`config.mk`:
```
export PLATFORM = sky130hd
export DESIGN_NAME = pc_call_stack
export DESIGN_NICKNAME = d
export VERILOG_FILES = /design/src/rtl/pc_call_stack_pkg.sv /design/src/rtl/pc_call_stack_addr_stack.sv /design/src/rtl/pc_call_stack.sv
export SDC_FILE = /design/constraint.sdc
export NUM_CORES = 1
export LEC_CHECK = 0
export CAP_MARGIN = 15
export CORE_MARGIN = 2
export CORE_UTILIZATION = 64
export CTS_BUF_LIST = sky130_fd_sc_hd__clkbuf_4
export DETAILED_ROUTE_END_ITERATION = 6
export PLACE_DENSITY = 0.88
export SLEW_MARGIN = 25
export SYNTH_ARGS = -nofsm -noshare
export SYNTH_HDL_FRONTEND = slang
export SYNTH_SLANG_ARGS = --single-unit
```
`constraint.sdc`:
```
create_clock -name clk -period 8.8 [get_ports clk]
set_clock_uncertainty 0.2 [all_clocks]
set_input_delay 0.88 -clock clk [delete_from_list [all_inputs] [get_ports clk]]
set_output_delay 0.88 -clock clk [all_outputs]
set_load 0.1 [all_outputs]
```
`src/rtl/pc_call_stack_pkg.sv`:
```
// rtl/pc_call_stack_pkg.sv - op codes shared by the PC unit and its bench
package pc_call_stack_pkg;

  localparam int OP_W = 3;

  typedef enum logic [OP_W-1:0] {
    OP_NOP     = 3'd0,
    OP_INC     = 3'd1,
    OP_LOAD_LO = 3'd2,
    OP_LOAD_HI = 3'd3,
    OP_JUMP    = 3'd4,
    OP_BRANCH  = 3'd5,
    OP_CALL    = 3'd6,
    OP_RET     = 3'd7
  } op_e;

endpackage

```
`src/rtl/pc_call_stack_addr_stack.sv`:
```
// rtl/pc_call_stack_addr_stack.sv - parameterised LIFO of return addresses
module addr_stack #(
  parameter int WIDTH = 16,
  parameter int DEPTH = 4
) (
  input  logic                       clk,
  input  logic                       rst_n,
  input  logic                       push,
  input  logic                       pop,
  input  logic [WIDTH-1:0]           din,
  output logic [WIDTH-1:0]           dout,
  output logic [$clog2(DEPTH+1)-1:0] count,
  output logic                       empty,
  output logic                       full
);

  localparam int CW = $clog2(DEPTH + 1);
  localparam int IW = (DEPTH > 1) ? $clog2(DEPTH) : 1;

  logic [CW-1:0]    count_q, count_d;
  logic [WIDTH-1:0] mem_q [DEPTH];
  logic [WIDTH-1:0] mem_d [DEPTH];
  logic [IW-1:0]    wr_idx, top_idx;

  assign empty   = (count_q == '0);
  assign full    = (count_q == CW'(DEPTH));
  assign wr_idx  = IW'(count_q);
  assign top_idx = IW'(count_q - CW'(1));
  assign dout    = mem_q[top_idx];
  assign count   = count_q;

  always_comb begin
    count_d = count_q;
    mem_d   = mem_q;
    if (push && !full) begin
      mem_d[wr_idx] = din;
      count_d       = count_q + CW'(1);
    end else if (pop && !empty) begin
      count_d = count_q - CW'(1);
    end
  end

  // Entry contents are don't-care after reset; only the count is cleared.
  always_ff @(posedge clk) begin
    mem_q <= mem_d;
  end

  always_ff @(posedge clk or negedge rst_n) begin
    if (!rst_n) count_q <= '0;
    else        count_q <= count_d;
  end

endmodule

```
`src/rtl/pc_call_stack.sv`:
```
// rtl/pc_call_stack.sv - program counter with jump target latch, relative
// branches and a return-address stack with sticky overflow/underflow fault
module pc_call_stack
  import pc_call_stack_pkg::*;
#(
  parameter int ADDR_WIDTH  = 16,
  parameter int DATA_WIDTH  = 8,
  parameter int STACK_DEPTH = 4
) (
  input  logic                  clk,
  input  logic                  reset,
  input  logic                  en,
  input  logic [OP_W-1:0]       op,
  input  logic [DATA_WIDTH-1:0] data_in,
  input  logic                  clear_fault,
  output logic [ADDR_WIDTH-1:0] pc,
  output logic [ADDR_WIDTH-1:0] target,
  output logic                  stack_empty,
  output logic                  stack_full,
  output logic                  fault
);

  if (ADDR_WIDTH != 2 * DATA_WIDTH) begin : g_bad_width
    $error("pc_call_stack: ADDR_WIDTH must equal 2*DATA_WIDTH");
  end
  if (STACK_DEPTH < 1) begin : g_bad_depth
    $error("pc_call_stack: STACK_DEPTH must be at least 1");
  end

  logic [ADDR_WIDTH-1:0] pc_q, pc_d, target_q, target_d;
  logic                  fault_q, fault_d;
  logic                  push, pop;
  logic [ADDR_WIDTH-1:0] stk_dout;
  logic [$clog2(STACK_DEPTH+1)-1:0] stk_count;
  logic                  stk_empty, stk_full;

  addr_stack #(.WIDTH(ADDR_WIDTH), .DEPTH(STACK_DEPTH)) u_stack (
    .clk   (clk),
    .rst_n (reset),
    .push  (push),
    .pop   (pop),
    .din   (pc_q),
    .dout  (stk_dout),
    .count (stk_count),
    .empty (stk_empty),
    .full  (stk_full)
  );

  always_comb begin
    pc_d     = pc_q;
    target_d = target_q;
    fault_d  = fault_q;
    push     = 1'b0;
    pop      = 1'b0;
    if (clear_fault) fault_d = 1'b0;
    // A fault raised on this edge overrides a simultaneous clear.
    if (en) begin
      case (op_e'(op))
        OP_INC:     pc_d = pc_q + ADDR_WIDTH'(1);
        OP_LOAD_LO: target_d[DATA_WIDTH-1:0] = data_in;
        OP_LOAD_HI: target_d[ADDR_WIDTH-1:DATA_WIDTH] = data_in;
        OP_JUMP:    pc_d = target_q;
        OP_BRANCH:  pc_d = pc_q + {{(ADDR_WIDTH-DATA_WIDTH){data_in[DATA_WIDTH-1]}}, data_in};
        OP_CALL: begin
          if (stk_full) fault_d = 1'b1;
          else begin
            push = 1'b1;
            pc_d = target_q;
          end
        end
        OP_RET: begin
          if (stk_empty) fault_d = 1'b1;
          else begin
            pop  = 1'b1;
            pc_d = stk_dout;
          end
        end
        default: ;
      endcase
    end
  end

  always_ff @(posedge clk or negedge reset) begin
    if (!reset) begin
      pc_q     <= '0;
      target_q <= '0;
      fault_q  <= 1'b0;
    end else begin
      pc_q     <= pc_d;
      target_q <= target_d;
      fault_q  <= fault_d;
    end
  end

  assign pc          = pc_q;
  assign target      = target_q;
  assign stack_empty = stk_empty;
  assign stack_full  = stk_full;
  assign fault       = fault_q;

endmodule

```
==> reports/qor.csv <==
stage,metric,value,unit
status,status,finished clean,
timing,worst setup margin,4.81,ns
floorplanning,Die Span Y,93.3,um
cells_and_area,most frequent cells in the layout,"edfxtp_1, clkdlybuf4s50_1, o21ai_0",
floorplanning,# rows,32,
clock_tree,CTS tree,done,
place,DP Worst Slack,4.45,ns
synth,Ys Warns,0,
critical_path,crit path DAT,4.13,ns
synth,post-synthesis adder-cell area fraction,3.82,%
timing,Tightest Pin Transition,1.01,ns
timing,Max Transition Viols Final,0,
synth,dominant cells by area after synthesis,"edfxtp_1, dfrtp_1, mux4_2",
hold_path,hold crit path type,flip-flop to flip-flop,
global_routing,Overall Global Routing Usage,30.2,%
global_routing,GR Overflow Total,0,
place,Final GP Congestion,0.969,
synth,xor/xnor cell area share of the yosys netlist,0.858,%
synth,mux cell area share after synthesis,10.5,%
synth,sequential area share after synthesis,55.3,%
synth,"Top FF cell, synth",edfxtp_1,
floorplanning,core footprint,7730,sq um
place,DP HPWL,8130,um
routing,Pre-Repair DR Iteration Count,5,
global_routing,global-route wire length before repair,19600,um
cells_and_area,area grow syn2layout,13.3,%
flow_run,max-cap violation count,0,
critical_path,worst setup path class,primary input to flip-flop,
synth,area share of and/or/nand/nor cells after synthesis,12.6,%
place,Port-buffer cells,49,
cells_and_area,"commonest non-fill, non-tap cell in the layout",edfxtp_1,
timing,relative slew slack,32.6,%
clock_tree,CTS H-tree lvls,3,
clock_tree,CTS clock-pin slew for the worst setup and hold paths,0.16,ns
floorplanning,Ports,50,
routing,Final ANT Viol Nets,0,
synth,Synth Area in Compound Gates,13.0,%
critical_path,CP max FO,40,
synth,largest family of logic cells by synthesized area,compound AO/OA/AOI/OAI gates,
synth,"EDFF count, synth",64,
timing,RSZ-0062 raised after global routing,no,
clock_tree,root buffer cell,clkbuf_4,
clock_tree,Post-CTS Hold Fix Bufs,0,
synth,Async SR Flop Fraction,36.0,%
synth,Mapped Nets,455,
critical_path,CP max stage cell,o31ai_1,
timing,Fin. Hold Viols,0,
routing,routed len/inst,21.6,um
routing,Vias,3789,
timing,Fmax achieved,0.251,GHz
synth,Synth top area share,37.6,%
synth,biggest area consumer among synthesized cells,edfxtp_1,
timing,# setup viols final,0,
cells_and_area,n_diodes,0,
global_routing,largest net degree at the start of global routing,41,
floorplanning,Die Area,8710,sq um
timing,Tmin final,3.99,ns
routing,Routed WL,12300,um
clock_tree,CTS sink cnt,100,
power,Max VDD drop,209,uV
synth,Mapped Cells,425,
critical_path,CP peak stage delay,0.47,ns
power,Leakage,2.14,nW
critical_path,"Cell Chain, Critical Path",clkdlybuf4s50_1 > buf_4 > and3b_1 > nand2b_1 > ha_1 > inv_1 > fa_1 > nor2b_1 > o31ai_1 > a21boi_0 > or3_1 > a32oi_1 > o21ai_0,
routing,drt via density,6.64,
cells_and_area,fin nets,494,
floorplanning,Initial Util,66.1,%
timing,period utilization,45.3,%
power,Pwr Total,1.75,mW
synth,Synth Cell Area,5110,sq um
clock_tree,cts bufs inserted,9,
floorplanning,die width,93.3,um
clock_tree,Max Buffers Root-to-Sink,2,
synth,synth unique cells,56,
clock_tree,worst skew pair latency,0.45,ns
routing,DRC,0,
critical_path,CP Launch Type,primary input,
clock_tree,setup repair bufs after CTS,0,
timing,TNS Setup,0,ns
global_routing,vias in the first global route,3591,
cells_and_area,layout cells sized above 1,12.2,%
synth,synthesized flop and latch total,100,
critical_path,WP data required,8.94,ns
cells_and_area,Util after Layout,74.9,%
global_routing,initial antenna violation count,0,
routing,initial DRC count,358,
critical_path,CP Capture Type,flip-flop,
clock_tree,post-cts sizing count,0,
synth,synthesized area per cell,12.0,sq um
power,Power Density,302,nW/um^2
## final timing paths
| check | start | end | slack [ns] | cells past startpoint |
|---|---|---|---|---|
| max reg2reg | u_stack.count[0]$_DFFE_PN0P_ | u_stack.mem_q[43]$_DFFE_PP_ | 5.50 | 6 |
| max in group asynchronous | reset | target[9]$_DFFE_PN0P_ | 7.49 | 1 |
| max | op[0] | pc[6]$_DFFE_PN0P_ | 4.81 | 13 |
| min | u_stack.count[2]$_DFFE_PN0P_ | u_stack.count[2]$_DFFE_PN0P_ | 0.33 | 1 |
| min in group asynchronous | reset | pc[8]$_DFFE_PN0P_ | 0.34 | 1 |
| min reg2reg | u_stack.count[2]$_DFFE_PN0P_ | u_stack.count[2]$_DFFE_PN0P_ | 0.33 | 1 |
## metal layers
layer  GRT usage [%]  up-vias  part of all wire [%]
met2            50.5      226                    51
met3            4.92       22                   7.9
met5               0        -                     0
met1            41.5     1865                    39
li1                -     1676                     -
met4            7.97        0                   1.7
## area by class of cell
type	count	area, sq um
flip-flops and latches	100	2820
multi-input cells	276	2080
fillers	486	1940
repair buffers	55	531
well taps	102	128
inverters	22	82.6
clock buffers	10	75.1
clock inverters	6	63.8
## logic make-up after synthesis
| family | Yosys count |
|---|---|
| buf+inv | 49 |
| flops | 100 |
| compound gates | 100 |
| fa+ha+maj | 15 |
| xor+xnor | 5 |
| mux | 32 |
| simple gates | 124 |
## worst max-delay path, delay by kind of cell
family	cells	cell delay [ns]
AOI/OAI and AO/OA	4	1.04
adders and majority gates	2	0.45
buffers and inverters	3	0.90
and+or+nand+nor	4	0.87
## Yosys cell counts, drive strengths merged (7+ instances only)
master / instances
edfxtp: 64
o21ai: 41
dfrtp: 36
nand2: 28
nand3: 27
inv: 22
nor2: 20
clkbuf: 16
mux4: 16
a21oi: 14
ha: 14
mux2: 12
and2: 11
buf: 11
nor3: 7
## sequential cells by signal, indices dropped and copies added (netlist names)
| register | cells |
|---|---|
| u_stack.mem_q | 64 |
| pc | 16 |
| target | 16 |
| u_stack.count | 3 |
| fault | 1 |
## power by group
group | switching, mW | internal [mW]
registers | 0.0883 | 0.584
clock network | 0.155 | 0.0900
logic | 0.565 | 0.266
total | 0.808 | 0.940
## through the flow
step | area (sq um) | cells | hold slack [ns]
floorplan | 5110 | 425 | 0.265
global placement | 5650 | 555 | 0.278
detailed placement | 5650 | 555 | 0.301
CTS | 5790 | 571 | 0.325
global route | 5790 | 571 | 0.373
finish | 5790 | 571 | 0.333
Power figures use the tool's default switching activity.
